<file path="src/rtl/list_packer_if.sv">
// Handshake bundle between the HoP element source, the packer and the
// AXI4-Stream sink. The master modport is the packer's view (it drives
// O_READY and the T* beat signals); the slave modport is the
// environment's view (element source plus stream consumer).
interface list_packer_if #(
  parameter int DW  = 32,
  parameter int DBW = 256
);
  logic [DW-1:0]    IN;
  logic             I_VALID;
  logic             I_LAST;
  logic             O_READY;
  logic [DBW-1:0]   TDATA;
  logic             TVALID;
  logic             TREADY;
  logic             TLAST;
  logic [DBW/8-1:0] TKEEP;

  modport master (
    input  IN, I_VALID, I_LAST, TREADY,
    output O_READY, TDATA, TVALID, TLAST, TKEEP
  );

  modport slave (
    output IN, I_VALID, I_LAST, TREADY,
    input  O_READY, TDATA, TVALID, TLAST, TKEEP
  );
endinterface

</file>
<file path="src/rtl/list_packer.sv">
// Packs a stream of DW-bit list elements, lowest lane first, into DBW-bit
// AXI4-Stream beats. TLAST marks the end of each list and TKEEP trims the
// final partial beat. A fill register collects lanes. A separate output
// register holds the beat on the bus. This lets one completed beat wait
// (PENDING) while the output is stalled.
module list_packer #(
  parameter int DW  = 32,
  parameter int DBW = 256
) (
  input  logic          ACLK,
  input  logic          ARESETn,
  list_packer_if.master bus
);
  localparam int FS = DBW / DW;
  localparam int CW = $clog2(FS) + 1;
  localparam int KW = DBW / 8;
  localparam int LB = DW / 8;

  typedef enum logic [0:0] {FILLING, PENDING} state_e;

  state_e         state_q, state_d;
  logic [DBW-1:0] fill_data_q, fill_data_d;
  logic [CW-1:0]  fill_cnt_q, fill_cnt_d;
  logic           fill_last_q, fill_last_d;
  logic [DBW-1:0] out_data_q, out_data_d;
  logic [KW-1:0]  out_keep_q, out_keep_d;
  logic           out_last_q, out_last_d;
  logic           out_valid_q, out_valid_d;
  logic           run_q;

  logic [CW-1:0]  cnt_inc;
  logic [DBW-1:0] merged_data;
  logic [KW-1:0]  merged_keep;
  logic [KW-1:0]  pend_keep;
  logic           accept;
  logic           xfer;
  logic           out_free;
  logic           beat_done;

  assign cnt_inc = fill_cnt_q + CW'(1);

  // Per-lane views of the beat. merged_* is the fill register with the
  // incoming element written into lane[count]. pend_keep covers the beat
  // parked in the fill register while the output is stalled.
  generate
    for (genvar gi = 0; gi < FS; gi++) begin : g_lane
      assign merged_data[gi*DW +: DW] = (fill_cnt_q == CW'(gi)) ? bus.IN
                                                              : fill_data_q[gi*DW +: DW];
      assign merged_keep[gi*LB +: LB] = {LB{cnt_inc > CW'(gi)}};
      assign pend_keep[gi*LB +: LB]   = {LB{fill_cnt_q > CW'(gi)}};
    end
  endgenerate

  // run_q keeps O_READY low until the first edge after reset releases.
  assign bus.O_READY = run_q && (state_q == FILLING);
  assign accept      = bus.I_VALID && bus.O_READY;
  assign xfer        = out_valid_q && bus.TREADY;
  assign out_free    = !out_valid_q || bus.TREADY;
  assign beat_done   = accept && ((cnt_inc == CW'(FS)) || bus.I_LAST);

  assign bus.TDATA  = out_data_q;
  assign bus.TKEEP  = out_keep_q;
  assign bus.TLAST  = out_last_q;
  assign bus.TVALID = out_valid_q;

  // Next-state: lane filling, beat completion and output register hand-off.
  always_comb begin
    state_d     = state_q;
    fill_data_d = fill_data_q;
    fill_cnt_d  = fill_cnt_q;
    fill_last_d = fill_last_q;
    out_data_d  = out_data_q;
    out_keep_d  = out_keep_q;
    out_last_d  = out_last_q;
    out_valid_d = out_valid_q;

    // A transfer empties the output unless something reloads it below.
    // Clearing TKEEP here keeps it zero whenever TVALID is low.
    if (xfer) begin
      out_valid_d = 1'b0;
      out_data_d  = '0;
      out_keep_d  = '0;
      out_last_d  = 1'b0;
    end

    case (state_q)
      FILLING: begin
        if (beat_done) begin
          if (out_free) begin
            out_data_d  = merged_data;
            out_keep_d  = merged_keep;
            out_last_d  = bus.I_LAST;
            out_valid_d = 1'b1;
            fill_data_d = '0;
            fill_cnt_d  = '0;
            fill_last_d = 1'b0;
          end else begin
            // Park the completed beat in the fill register.
            fill_data_d = merged_data;
            fill_cnt_d  = cnt_inc;
            fill_last_d = bus.I_LAST;
            state_d     = PENDING;
          end
        end else if (accept) begin
          fill_data_d = merged_data;
          fill_cnt_d  = cnt_inc;
        end
      end
      PENDING: begin
        if (xfer) begin
          out_data_d  = fill_data_q;
          out_keep_d  = pend_keep;
          out_last_d  = fill_last_q;
          out_valid_d = 1'b1;
          fill_data_d = '0;
          fill_cnt_d  = '0;
          fill_last_d = 1'b0;
          state_d     = FILLING;
        end
      end
      default: state_d = FILLING;
    endcase
  end

  // State and datapath registers with synchronous active-low reset.
  always_ff @(posedge ACLK) begin
    if (!ARESETn) begin
      state_q     <= FILLING;
      fill_data_q <= '0;
      fill_cnt_q  <= '0;
      fill_last_q <= 1'b0;
      out_data_q  <= '0;
      out_keep_q  <= '0;
      out_last_q  <= 1'b0;
      out_valid_q <= 1'b0;
      run_q       <= 1'b0;
    end else begin
      state_q     <= state_d;
      fill_data_q <= fill_data_d;
      fill_cnt_q  <= fill_cnt_d;
      fill_last_q <= fill_last_d;
      out_data_q  <= out_data_d;
      out_keep_q  <= out_keep_d;
      out_last_q  <= out_last_d;
      out_valid_q <= out_valid_d;
      run_q       <= 1'b1;
    end
  end
endmodule

</file>
<file path="src/flat_wrapper.sv">
// flat-port wrapper written by rule: the top's interface ports become plain ports
module list_packer_flat 
#(
  parameter int DW  = 32,
  parameter int DBW = 256
)
  (ACLK, ARESETn, bus_IN, bus_I_VALID, bus_I_LAST, bus_TREADY, bus_O_READY, bus_TDATA, bus_TVALID, bus_TLAST, bus_TKEEP);
  list_packer_if #(.DW(DW), .DBW(DBW)) bus_i ();
  input  logic ACLK;
  input  logic ARESETn;
  input wire logic [$bits(bus_i.IN)-1:0] bus_IN;
  input wire logic [$bits(bus_i.I_VALID)-1:0] bus_I_VALID;
  input wire logic [$bits(bus_i.I_LAST)-1:0] bus_I_LAST;
  input wire logic [$bits(bus_i.TREADY)-1:0] bus_TREADY;
  output wire logic [$bits(bus_i.O_READY)-1:0] bus_O_READY;
  output wire logic [$bits(bus_i.TDATA)-1:0] bus_TDATA;
  output wire logic [$bits(bus_i.TVALID)-1:0] bus_TVALID;
  output wire logic [$bits(bus_i.TLAST)-1:0] bus_TLAST;
  output wire logic [$bits(bus_i.TKEEP)-1:0] bus_TKEEP;
  assign bus_i.IN = bus_IN;
  assign bus_i.I_VALID = bus_I_VALID;
  assign bus_i.I_LAST = bus_I_LAST;
  assign bus_i.TREADY = bus_TREADY;
  assign bus_O_READY = bus_i.O_READY;
  assign bus_TDATA = bus_i.TDATA;
  assign bus_TVALID = bus_i.TVALID;
  assign bus_TLAST = bus_i.TLAST;
  assign bus_TKEEP = bus_i.TKEEP;
  list_packer #(.DW(DW), .DBW(DBW)) u_core (.ACLK(ACLK), .ARESETn(ARESETn), .bus(bus_i));
endmodule
</file>
<file path="config.mk">
export PLATFORM = sky130hd
export DESIGN_NAME = list_packer_flat
export DESIGN_NICKNAME = d
export VERILOG_FILES = /design/src/rtl/list_packer_if.sv /design/src/rtl/list_packer.sv /design/src/flat_wrapper.sv
export SDC_FILE = /design/constraint.sdc
export NUM_CORES = 1
export LEC_CHECK = 0
export CORE_UTILIZATION = 50
export CTS_CLUSTER_SIZE = 20
export DETAILED_ROUTE_END_ITERATION = 8
export MAX_ROUTING_LAYER = met4
export PLACE_DENSITY = 0.73
export SLEW_MARGIN = 40
export SYNTH_ARGS = -nofsm -noshare
export SYNTH_HDL_FRONTEND = slang
export SYNTH_SLANG_ARGS = --single-unit
export TNS_END_PERCENT = 30
</file>
<file path="constraint.sdc">
create_clock -name ACLK -period 6.7 [get_ports ACLK]
set_input_delay 2.01 -clock ACLK [delete_from_list [all_inputs] [get_ports ACLK]]
set_output_delay 2.01 -clock ACLK [all_outputs]
set_load 0.01 [all_outputs]
</file>
==> results of run 1 <==
worst register-to-register path: stages (launching register included):
cell and delay, ns:
dfxtp_1 0.77, ha_1 0.43, a21oi_1 0.22, nor3_2 0.39, o21a_4 0.72, buf_12 0.49
nor3b_1 0.22, a211oi_1 0.28
synthesized netlist by cell type, types with 2 or more instances:
library cell	number	share of area, %
nor4b_1	2	0.063
o22ai_1	2	0.045
and3b_1	2	0.063
o31ai_1	3	0.081
a22oi_1	237	6.4
inv_1	7	0.095
ha_1	7	0.32
nand3_1	205	3.7
o21ai_1	7	0.13
nand2_1	686	9.3
o21ai_2	3	0.095
a22o_1	2	0.063
a21oi_1	49	0.88
nor3b_1	195	5.3
buf_1	13	0.18
o21a_1	40	1.1
and3_1	24	0.54
xnor2_1	3	0.095
and2_1	29	0.65
a21o_1	18	0.49
mux2i_1	255	9.2
a21boi_0	6	0.16
o2111a_1	38	1.5
nor2_1	18	0.24
buf_2	90	1.6
o21ai_0	72	1.3
a211oi_1	195	5.3
dfxtp_1	553	40
o211ai_1	2	0.054
nand3b_1	3	0.081
nor2b_1	243	5.5
nand4_1	2	0.045
clkbuf_1	229	3.1
buf_4	30	0.81
a221o_1	23	0.83
buf_6	2	0.081
power groups by stage:
| stage | clock network, mW | logic, mW | registers [mW] |
|---|---|---|---|
| 2_1_floorplan | 0 | 0.392 | 3.49 |
| 3_3_place_gp | 0 | 0.691 | 3.48 |
| 3_5_place_dp | 0 | 0.718 | 3.48 |
| 4_1_cts | 3.44 | 0.720 | 3.41 |
| 5_1_grt | 3.58 | 0.778 | 3.42 |
| 6_report | 3.41 | 0.732 | 3.41 |
area by class of cell:
| class | count | area, sq um | area share (%) |
|---|---|---|---|
| clock buffer | 87 | 1740 | 5.25 |
| clock inverter | 23 | 272 | 0.817 |
| inverter | 7 | 26.3 | 0.0791 |
| multi-input combinational | 2391 | 15200 | 45.7 |
| sequential | 553 | 11100 | 33.3 |
| tap | 739 | 925 | 2.78 |
| timing repair buffer | 394 | 4010 | 12.1 |
cell families (layout without fill, tap and decap cells):
logic type                 Yosys count  count (layout)
and+or+nand+nor                   1421            1421
AOI/OAI and AO/OA                  704             704
DFF                                553             553
buffers and inverters              371             511
muxes                              256             256
adders and majority gates            7               7
xor gates and xnor gates             3               3
layout by cell type (no fill, tap or decap), types with 13 or more instances in the layout:
master / instances
a221o_1: 23
buf_2: 13
buf_12: 13
o21ai_0: 71
clkdlybuf4s50_1: 313
a21oi_1: 49
nor2b_1: 239
buf_4: 43
clkbuf_16: 61
clkinv_2: 15
nor3b_1: 195
mux2i_1: 255
and3_1: 23
o21a_1: 39
nand3_1: 205
dfxtp_1: 551
and2_1: 25
a21o_1: 18
clkbuf_1: 14
a211oi_1: 195
o2111a_1: 38
nor2_1: 14
nand2_1: 685
a22oi_1: 237
clkbuf_8: 13
path summary, 6_finish.rpt:
| kind | startpoint | end |
|---|---|---|
| worst max register to register | u_core.fill_cnt_q[0] | flip-flop |
| worst min-delay path | flip-flop | flip-flop |
| worst min register to register | flip-flop | flip-flop |
| worst max-delay path | bus_I_LAST | flip-flop |
layer usage:
layer | global-route usage, % | wire length (um) | vias to the layer above
met5 | - | 0 | -
met4 | 15.5 | 4480 | 0
met3 | 5.43 | 7310 | 218
met2 | 51.4 | 43000 | 1088
met1 | 40.6 | 38200 | 12700
li1 | - | - | 11900
metrics by stage:
step / instances / utilization [%] / cell area, sq um / setup slack [ns]
3_5_place_dp: 4081 / 57.3 / 31100 / 1.70
5_1_grt: 4194 / 61.1 / 33200 / 2.09
6_report: 4194 / 61.1 / 33200 / 2.16
3_3_place_gp: 4072 / 57.0 / 31000 / 1.57
2_1_floorplan: 3315 / - / 27700 / 3.11
4_1_cts: 4191 / 61.0 / 33200 / 2.31
==> flow_metrics.tcl, run 1 <==
set metrics [dict create \
    p_seq_share_pct 45.2 \
    core_area_sq_mm 0.0543 \
    hold_viol 0 \
    ys_seq_elements 553 \
    place.gp.congestion 0.847 \
    slew_headroom_pct 42.0 \
    viasPerCell 6.18 \
    cts_tree "yes" \
    finalCriticalPeriod_ns 4.54 \
    finalClockSkew_ns 0.0122 \
    switching_share_pct 25.0 \
    post_cts_buffers 0 \
    p_per_area_mw_per_mm2 228 \
    intPower_mw 5.67 \
    clkPwrFrac_pct 45.2 \
    cp-end-kind "flip-flop" \
    cpMaxStageDelayCell "clkdlybuf4s50_1" \
    finalPower_mw 7.56 \
    drt_iter0_drc 2643 \
    cp-start-kind "input port" \
    synth-compound-area-share_pct 18.8 \
    hold_depth 1 \
    syn2layout_area_growth_pct 19.8 \
    cp.depth 7 \
    cts-buffers-inserted 60 \
    hpwlAfterDp_um 55300 \
    final_max_slew_viol_count 0 \
    clock-sinks 553 \
    grt_pass1_vias 24400 \
    combPwrFrac_pct 9.7 \
    peakVddDrop_v 0.000196 \
    drive_above_1_share_pct 6.25 \
    cp_num_buf_inv 2 \
    dieArea_sq_mm 0.0564 \
    slowest_delay_ns 0.73 \
    status "finished, final reports clean" \
    syn_area_sq_mm 0.0277 \
    p_sw_mw 1.89 \
    cp.arrival_ns 5.06 \
    clock.fmax_mhz 220 \
    p_leak_nw 11.3 \
    ios 328 \
    vias 25900 \
    die_h_um 238 \
    syn_area_per_cell_sq_um 8.37 \
    worst_pin_slew_ns 0.867 \
    start_util_pct 51.1 \
    cts_buffer_depth 3 \
    path_class "in -> reg" \
    rows 85 \
    drc 0 \
    synth_fa_ha_area_share_pct 0.316 \
    maxCapViolations 0 \
    antenna_found_initial 0 \
    synth-async-reset-ratio_pct 0 \
    r2r_setup_slack_ns 3.08 \
    rsz0062_at_grt "false" \
    fillers 4589 \
    grt_max_degree 156 \
    synth_xor_area_share_pct 0.0947 \
    crit_fanout 101 \
    tns_ns 0 \
    reg2reg_depth 7 \
    drtPass1Iterations 7 \
    synth_ff_type "dfxtp_1" \
    wirelength_um 93000 \
    crit_required_ns 7.22 \
    clkLatencyLatePin_ns 0.62 \
    postRouteAntennaNets 0 \
    synth_warnings 0 \
    wl_per_cell_um 22.2 \
    hold_path.class "reg -> reg" \
    synth_top_family_by_area "simple AND/OR/NAND/NOR gates" \
    fp.dieW_um 238 \
    synthCells 3315 \
    synth_edf_count 0 \
    nNetsFinal 3451 \
    muxShareOfSynthArea_pct 9.24 \
    cp_top_family "compound AO/OA/AOI/OAI gates" \
    synth.distinct_cells 56 \
    cts_root_buf "clkbuf_16" \
    num_antenna_cells 0 \
    fin_crit_sh_pct 67.7 \
    syn_nets 3359 \
    overflow 0 \
    worstPathCellList "clkdlybuf4s50_1, a21oi_1, nor3_2, o21a_4, buf_12, nor3b_1, a211oi_1" \
    htree_levels 2 \
    portBuffers 327 \
    grt_pass1_wl_um 141000 \
    yosysSeqAreaShare_pct 39.9 \
    grt.total_usage_pct 32.6 \
    clk_pin_slew_worst_paths_ns 0.06 \
    cts_resized 0 \
    yosys.area_share.simple_pct 25.8 \
    finalSetupViolCount 0 \
    hold_buffers 0 \
    timing.hold.ws_ns 0.450 \
]
(Power assumes the default switching activity.)
==> run 2: changes to the inputs <==
- PLACE_DENSITY: 0.73 -> 0.75
- clock period: 6.7 -> 3.9 ns (I/O delays scaled with it)
==> run 2 against run 1 <==
Effect of this change:
- wire length rose by 0.23%
- design area rose by 0.98%
- first-iteration DRC count rose by 11%
- non-clock buffer count rose by 37
- largest cell class unchanged
- cell count rose by 0.81%
==> flow_metrics.tcl, run 2 (synthesis results as in run 1) <==
set metrics [dict create \
    grt_max_degree 214 \
    maxCapViolations 0 \
    clock.fmax_mhz 315 \
    tns_ns 0 \
    crit_required_ns 2.73 \
    slowest_delay_ns 0.77 \
    finalClockSkew_ns 0.0266 \
    rr_endpoint "u_core.fill_data_q[98]" \
    p_leak_nw 11.5 \
    critPathCapture "bus_O_READY" \
    mostFrequentLayoutCell "nand2_1" \
    grt.total_usage_pct 32.7 \
    cts-buffers-inserted 57 \
    final_max_slew_viol_count 0 \
    fin_area_sq_mm 0.0336 \
    dp_worst_setup_slack_ns 0.125 \
    vias 26200 \
    hold_path.class "reg -> reg" \
    place.gp.congestion 0.878 \
    hpwlAfterDp_um 57000 \
    dieArea_sq_mm 0.0564 \
    grt_pass1_vias 24300 \
    r2r_setup_slack_ns 0.79 \
    wirelength_um 93200 \
    fp.dieW_um 238 \
    reg2reg_depth 6 \
    drive_above_1_share_pct 6.85 \
    htree_levels 2 \
    cts_tree "yes" \
    seqCellArea_sq_mm 0.0111 \
    r2r_start "u_core.fill_cnt_q[3]" \
    fin_ws_ns 0.724 \
    ios 328 \
    cts_resized 0 \
    wl_per_cell_um 22.0 \
    place_area_sq_mm 0.0315 \
    path_class "reg -> out" \
    fin_crit_sh_pct 81.4 \
    hold_buffers 0 \
    cts_buffer_depth 3 \
    die_h_um 238 \
    multi_input_comb_area_sq_mm 0.0152 \
    clk_pin_slew_worst_paths_ns 0.06 \
    postRouteAntennaNets 0 \
    fillers 4502 \
    crit_fanout 55 \
    status "finished, final reports clean" \
    drt_iter0_drc 2927 \
    grt_pass1_wl_um 141000 \
    cp-start-kind "flip-flop" \
    core_area_sq_mm 0.0543 \
    cp-end-kind "primary output" \
    slew_headroom_pct 40.4 \
    clkLatencyLatePin_ns 0.63 \
    drtPass1Iterations 5 \
    p_per_area_mw_per_mm2 385 \
    cts_root_buf "clkbuf_16" \
    rsz0062_at_grt "false" \
    critPathLaunch "u_core.state_q" \
    cpMaxStageDelayCell "dfxtp_4" \
    clock-sinks 553 \
    finalPower_mw 12.9 \
    worst_pin_slew_ns 0.891 \
    syn2layout_area_growth_pct 20.9 \
    hold_viol 0 \
    viasPerCell 6.19 \
    antenna_found_initial 0 \
    num_antenna_cells 0 \
    portBuffers 327 \
    rows 85 \
    finalSetupViolCount 0 \
    mostFrequentLayoutCells "nand2_1 (685), dfxtp_1 (552), clkdlybuf4s50_1 (321)" \
    post_cts_buffers 0 \
    overflow 0 \
    worstPathCellList "nor2b_1, clkdlybuf4s50_1" \
    cp.arrival_ns 2.01 \
    nNetsFinal 3485 \
    drc 0 \
    peakVddDrop_v 0.000329 \
    finalCriticalPeriod_ns 3.18 \
    start_util_pct 51.1 \
]
[run 2: cell types whose count changed in the layout (fill, tap and decap cells not counted), sizes merged]
cell	before	now
buf	80	109
clkdlybuf4s50	313	321
clkinv	15	8
clkbuf	88	94
bufinv	6	4
[run 2: worst min-delay path by stage]
stage | to | cells past startpoint
detailed placement | flip-flop | 1
finish | flip-flop | 2
global placement | flip-flop | 1
floorplan | flip-flop | 2
CTS | flip-flop | 2
global route | flip-flop | 2
[run 2: final cells by class]
class | instances | area share [%]
multi-input cells | 2391 | 45.2
flip-flops and latches | 553 | 33.0
repair buffers | 431 | 13.0
clock buffers | 93 | 5.38
well taps | 739 | 2.76
clock inverters | 14 | 0.526
inverters | 7 | 0.0783
[run 2: worst max-delay path: cells and delay by family, from the launching register on]
kind | cells | cell delay [ns]
buf+inv | 1 | 0.52
simple gates | 1 | 0.11
flops | 1 | 0.77
[run 2: where the power goes]
group,switching [mW],internal (mW)
combinational,0.767,0.515
sequential,0.103,5.77
clock,2.35,3.41
[run 2: per-stage QoR]
step,hold WS (ns),util (%),cells
finish,0.455,61.7,4228
global route,0.476,61.7,4228
CTS,0.456,61.7,4225
detailed placement,0.440,58.0,4118
global placement,0.436,57.8,4115
floorplan,0.481,-,3315
[run 2: metal layers]
metal	vias to the layer above	share of wire (%)	wire, um	GRT usage, %
met1	12800	42	38800	42.2
met5	-	0	0	-
li1	12000	-	-	-
met3	223	7.8	7310	4.58
met2	1165	45	42300	50.0
met4	0	5.1	4750	16.7
